**config.mk**
```make
export PLATFORM = sky130hd
export DESIGN_NAME = inference_scheduler
export DESIGN_NICKNAME = d
export VERILOG_FILES = /design/src/rtl/inference_scheduler.sv
export SDC_FILE = /design/constraint.sdc
export NUM_CORES = 1
export LEC_CHECK = 0
export ABC_AREA = 1
export CAP_MARGIN = 10
export CORE_AREA = 2 2 166 168
export DETAILED_ROUTE_END_ITERATION = 8
export DIE_AREA = 0 0 168 170
export DONT_BUFFER_PORTS = 1
export MAX_ROUTING_LAYER = met4
export PLACE_DENSITY = 0.53
export SLEW_MARGIN = 10
export SYNTH_ARGS = -nofsm -noshare
export SYNTH_HDL_FRONTEND = slang
export SYNTH_SLANG_ARGS = --single-unit
```
**constraint.sdc**
```tcl
create_clock -name CLK -period 9.2 [get_ports CLK]
set_input_delay 0.92 -clock CLK [delete_from_list [all_inputs] [get_ports CLK]]
set_output_delay 0.92 -clock CLK [all_outputs]
set_load 0.01 [all_outputs]
```
**src/rtl/inference_scheduler.sv**
```systemverilog
// Round-robin scheduler sharing one inference pipeline between NUM_REQ requesters.
// One inference in flight at a time, guarded by a watchdog, with a valid/ready response port.
module inference_scheduler #(
    parameter int unsigned NUM_REQ        = 4,
    parameter int unsigned ID_WIDTH       = 2,
    parameter int unsigned NUM_INPUTS     = 9,
    parameter int unsigned OL_NEURONS     = 3,
    parameter int unsigned FP_WIDTH       = 8,
    parameter int unsigned TIMEOUT_CYCLES = 255
) (
    input  logic                                   CLK,
    input  logic                                   RST,
    input  logic [NUM_REQ-1:0]                     REQ_VALID,
    output logic [NUM_REQ-1:0]                     REQ_READY,
    input  logic [NUM_REQ*NUM_INPUTS*FP_WIDTH-1:0] REQ_VALUES,
    input  logic                                   CFG_BUSY,
    output logic [NUM_INPUTS*FP_WIDTH-1:0]         NET_VALUES_IN,
    output logic                                   NET_VALID_IN,
    input  logic [OL_NEURONS*FP_WIDTH-1:0]         NET_VALUES_OUT,
    input  logic                                   NET_VALID_OUT,
    input  logic                                   NET_OVERFLOW,
    output logic                                   RESP_VALID,
    input  logic                                   RESP_READY,
    output logic [ID_WIDTH-1:0]                    RESP_ID,
    output logic [OL_NEURONS*FP_WIDTH-1:0]         RESP_VALUES,
    output logic                                   RESP_OVERFLOW,
    output logic                                   RESP_TIMEOUT,
    output logic                                   BUSY,
    output logic                                   STRAY
);

    localparam int unsigned VEC_W = NUM_INPUTS * FP_WIDTH;
    localparam int unsigned RES_W = OL_NEURONS * FP_WIDTH;
    // Counter only has to reach TIMEOUT_CYCLES-1.
    localparam int unsigned CNT_W = (TIMEOUT_CYCLES > 1) ? $clog2(TIMEOUT_CYCLES) : 1;

    typedef enum logic [1:0] {StIdle, StDispatch, StWait, StRespond} state_e;

    state_e              state_q, state_d;
    logic [ID_WIDTH-1:0] rr_ptr_q, rr_ptr_d;
    logic [CNT_W-1:0]    cnt_q, cnt_d;
    logic                ovf_q, ovf_d;
    logic [VEC_W-1:0]    vec_q, vec_d;
    logic [ID_WIDTH-1:0] id_q, id_d;
    logic [RES_W-1:0]    res_q, res_d;
    logic                tmo_q, tmo_d;
    logic                stray_q, stray_d;

    logic                gnt_found;
    logic [ID_WIDTH-1:0] gnt_id;

    always_comb begin
        int unsigned idx;
        idx       = 0;
        gnt_found = 1'b0;
        gnt_id    = '0;
        for (int unsigned k = 0; k < NUM_REQ; k++) begin
            idx = (int'(rr_ptr_q) + k) % NUM_REQ;
            if (!gnt_found && REQ_VALID[idx]) begin
                gnt_found = 1'b1;
                gnt_id    = ID_WIDTH'(idx);
            end
        end
    end

    always_comb begin
        state_d   = state_q;
        rr_ptr_d  = rr_ptr_q;
        cnt_d     = cnt_q;
        ovf_d     = ovf_q;
        vec_d     = vec_q;
        id_d      = id_q;
        res_d     = res_q;
        tmo_d     = tmo_q;
        stray_d   = stray_q | (NET_VALID_OUT && (state_q != StWait));
        REQ_READY = '0;

        unique case (state_q)
            StIdle: begin
                if (!RST && gnt_found && !CFG_BUSY) begin
                    REQ_READY = NUM_REQ'(1) << gnt_id;
                    vec_d     = REQ_VALUES[int'(gnt_id)*VEC_W +: VEC_W];
                    id_d      = gnt_id;
                    state_d   = StDispatch;
                end
            end
            StDispatch: begin
                cnt_d   = '0;
                ovf_d   = 1'b0;
                state_d = StWait;
            end
            StWait: begin
                cnt_d = cnt_q + CNT_W'(1);
                ovf_d = ovf_q | NET_OVERFLOW;
                // A result arriving on the expiry cycle still counts as a success.
                if (NET_VALID_OUT) begin
                    res_d   = NET_VALUES_OUT;
                    tmo_d   = 1'b0;
                    state_d = StRespond;
                end else if (cnt_q == CNT_W'(TIMEOUT_CYCLES - 1)) begin
                    res_d   = '0;
                    tmo_d   = 1'b1;
                    state_d = StRespond;
                end
            end
            StRespond: begin
                if (RESP_READY) begin
                    rr_ptr_d = (id_q == ID_WIDTH'(NUM_REQ - 1)) ? '0 : id_q + ID_WIDTH'(1);
                    state_d  = StIdle;
                end
            end
            default: state_d = StIdle;
        endcase
    end

    always_ff @(posedge CLK or posedge RST) begin
        if (RST) begin
            state_q  <= StIdle;
            rr_ptr_q <= '0;
            cnt_q    <= '0;
            ovf_q    <= 1'b0;
            vec_q    <= '0;
            id_q     <= '0;
            res_q    <= '0;
            tmo_q    <= 1'b0;
            stray_q  <= 1'b0;
        end else begin
            state_q  <= state_d;
            rr_ptr_q <= rr_ptr_d;
            cnt_q    <= cnt_d;
            ovf_q    <= ovf_d;
            vec_q    <= vec_d;
            id_q     <= id_d;
            res_q    <= res_d;
            tmo_q    <= tmo_d;
            stray_q  <= stray_d;
        end
    end

    assign NET_VALUES_IN = vec_q;
    assign NET_VALID_IN  = (state_q == StDispatch);
    assign RESP_VALID    = (state_q == StRespond);
    assign RESP_ID       = id_q;
    assign RESP_VALUES   = res_q;
    assign RESP_OVERFLOW = ovf_q;
    assign RESP_TIMEOUT  = tmo_q;
    assign BUSY          = (state_q != StIdle);
    assign STRAY         = stray_q;

endmodule

```
==> impl_metrics.csv <==
group,metric,value,unit
yosys,synth_top_area_cell,"nand2_1",
global_route,grt_max_degree,107,
clock_tree,path_clk_slew,0.07,ns
power_and_ir_drop,ir_drop,0.249,mV
sta,finClkSkew,0.0181,ns
drt,avgViaCountPerCell,5.28,
placement,dpl.hpwl,20400,µm
yosys,synth_edf_count,0,
yosys,netlist-cell-type-count,33,
yosys,synth_cells,1248,
critical_path,crit_path_start_kind,"register",
finish,fin_area,8560,µm²
yosys,async_reset_ff_share,100,%
finish,fillers,2971,
sta,drv_slew,0,
yosys,syn_area,8010,µm²
finish,mostFrequentLayoutCells,"nand2_1, nand4_1, dfrtp_1, a22o_1, inv_1",
finish,area_delta_synth_final,6.91,%
power_and_ir_drop,switchingPower,2460,µW
yosys,synthesis.nets,1577,
clock_tree,cts_setup_buffers,0,
die,pin_count,430,
critical_path,r2r_slack,4.87,ns
clock_tree,cts-resized-gates,0,
power_and_ir_drop,p_clk_share,17.0,%
placement,gp_congestion,0.830,
die,die_x,168,µm
die,dieHeight,170,µm
die,start_util,30.0,%
clock_tree,clock_latency,0.42,ns
yosys,avgSynthCellArea,6.41,µm²
global_route,grt_overflow,0,
critical_path,worstPathArrival,4.16,ns
outcome,status,"finished, final reports clean",
critical_path,r2r_start,"rr_ptr_q[0]",
clock_tree,ctsHtreeMaxLevel,4,
sta,worstMarginPinSlew,1.12,ns
clock_tree,cts.sinks,113,
sta,relSlewSlack,25.4,%
finish,multiInputGateArea,4470,µm²
die,rows,60,
job,cap_violations,0,
drt,drtIter0Drc,583,
sta,post-route-period-util,55.2,%
global_route,grt_pass1_vias,7427,
critical_path,ff2ff_path_depth,15,
power_and_ir_drop,p_seq_share,22.1,%
clock_tree,root_buffer,"clkbuf_16",
power_and_ir_drop,p_per_area,512,nW/µm²
power_and_ir_drop,p_int,1920,µW
sta,fin_tns_setup,0,ns
sta,fmax,197,MHz
drt,route.detailed.drc,0,
sta,rsz0062_at_grt,"no",
die,fp.dieArea,28600,µm²
drt,firstDrtPassIters,5,
power_and_ir_drop,power_leakage,0.00479,µW
yosys,synth-seq-cells,113,
sta,fin_crit,5.08,ns
die,coreArea,26700,µm²
drt,postRouteAntennaNets,0,
yosys,synth-warning-count,0,
clock_tree,cts_tree,"yes",
yosys,synth.top_cells.by_area,"nand2_1, dfrtp_1, nand4_1",
placement,post_dp_cell_area,7910,µm²
power_and_ir_drop,power_switching_share,56.1,%
critical_path,path_class,"register to output pin",
clock_tree,clock_tree.buffer_depth,2,
drt,wl_per_cell,19.1,µm
global_route,antenna_found_initial,3,
global_route,grt_pass1_wl,42900,µm
yosys,synth_ff_type,"dfrtp_1",
finish,ff_latch_area,2830,µm²
clock_tree,cts_hold_buf,0,
critical_path,end_kind,"output pin",
critical_path,cp_data_required_time,8.28,ns
critical_path,r2r-end,"NET_VALUES_IN[15]",
placement,io_buffers,0,
drt,routed_wl,29300,µm
global_route,grt_usage,20.0,%
finish,final_common_cell,"nand2_1",
sta,hold_viol_final,0,
sta,setup_viol,0,
power_and_ir_drop,pwr-share-comb,60.9,%
critical_path,crit_path_max_fanout,73,
finish,num-nets-final,1506,
clock_tree,cts_buffers,17,
drt,num_vias,8098,
min_path,hp-class,"input port to asynchronous set/reset pin",
finish,layout-drive-gt1-share,4.87,%
yosys,synth_top_area_share,36.1,%
yosys,synth-seq-area-share,35.3,%
==> layout make-up <==
cell class / count / share of cell area (%)
multi-input cells: 1006 / 52.3
flip-flops and latches: 113 / 33.0
well taps: 341 / 4.99
clock buffers: 17 / 4.97
clock inverters: 15 / 2.57
inverters: 31 / 1.39
repair buffers: 8 / 0.702
diodes: 3 / 0.0877
==> registers in the layout, indices dropped and copies added, names as in the netlist <==
| name | flops |
|---|---|
| cnt_q | 8 |
| NET_VALUES_IN | 72 |
| RESP_OVERFLOW | 1 |
| RESP_VALUES | 24 |
| state_q | 2 |
| rr_ptr_q | 2 |
| RESP_TIMEOUT | 1 |
| STRAY | 1 |
| RESP_ID | 2 |
==> stage by stage <==
| step | std cells | hold WS (ns) | power (µW) | worst slack, ns | util [%] |
|---|---|---|---|---|---|
| 2_1_floorplan | 1248 | 0.433 | 3150 | 5.29 | - |
| 3_3_place_gp | 1499 | 0.445 | 3620 | 4.51 | 29.7 |
| 3_5_place_dp | 1499 | 0.452 | 3650 | 4.44 | 29.7 |
| 4_1_cts | 1531 | 0.446 | 4420 | 4.10 | 32.1 |
| 5_1_grt | 1534 | 0.467 | 4820 | 3.77 | 32.1 |
| 6_report | 1534 | 0.437 | 4380 | 4.12 | 32.1 |
==> cells by family (layout without fill, tap and decap cells) <==
family,count (synthesis),in the layout,share of synthesized area (%)
and+or+nand+nor,955,955,50.5
buffers and inverters,129,71,9.03
DFF,113,113,35.3
AOI/OAI and AO/OA,44,44,4.03
adders and majority gates,7,7,1.09
other,0,3,0
==> power groups by stage <==
stage,registers [µW],logic (µW),clock network (µW)
final,967,2670,745
after global routing,991,3040,788
after CTS,969,2690,766
after detailed placement,970,2680,0
after global placement,977,2640,0
after floorplan,894,2250,0
==> synth_stat cells, types with 2 or more instances <==
cell type and count:
a21oi_1 6, a22o_1 24, buf_1 7, buf_2 38
buf_4 21, buf_6 15, clkbuf_1 17, dfrtp_1 113
ha_1 7, inv_1 25, inv_2 5, nand2_1 770
nand2_2 4, nand3_1 6, nand3_2 3, nand3_4 2
nand4_1 145, nor2_1 14, nor3_1 5, nor4_1 2
o21ai_0 7
==> worst max-delay path by stage <==
stage | from | end | slack, ns | cells past startpoint
detailed placement | REQ_VALID[3] | REQ_READY[3] | 4.44 | 12
global route | rr_ptr_q[0] | REQ_READY[3] | 3.77 | 13
floorplan | RST | NET_VALUES_IN[0] | 5.29 | 1
global placement | REQ_VALID[3] | REQ_READY[2] | 4.51 | 12
finish | rr_ptr_q[0] | REQ_READY[3] | 4.12 | 13
CTS | rr_ptr_q[0] | REQ_READY[3] | 4.10 | 13
==> per-layer routing <==
layer / wire [µm] / track usage [%] / vias to the layer above
li1: - / - / 3906
met4: 705 / 7.37 / 0
met5: 0 / - / -
met1: 12500 / 24.9 / 3803
met2: 13800 / 31.6 / 355
met3: 2300 / 4.86 / 34
==> critical path, stage by stage (launching register included) <==
cell and delay [ns]:
dfrtp_1 0.61, inv_2 0.19, nand2_1 0.10, nand2_1 0.10, nand2_1 0.09, nand2_1 0.09, nor2_4 0.14, nand3_1 0.08
nand3_1 0.13, nand2_4 0.43, inv_2 0.69, buf_4 0.54, nand2_1 0.17, nor2_1 0.23
Note: power is estimated with default switching activity, not from simulation.
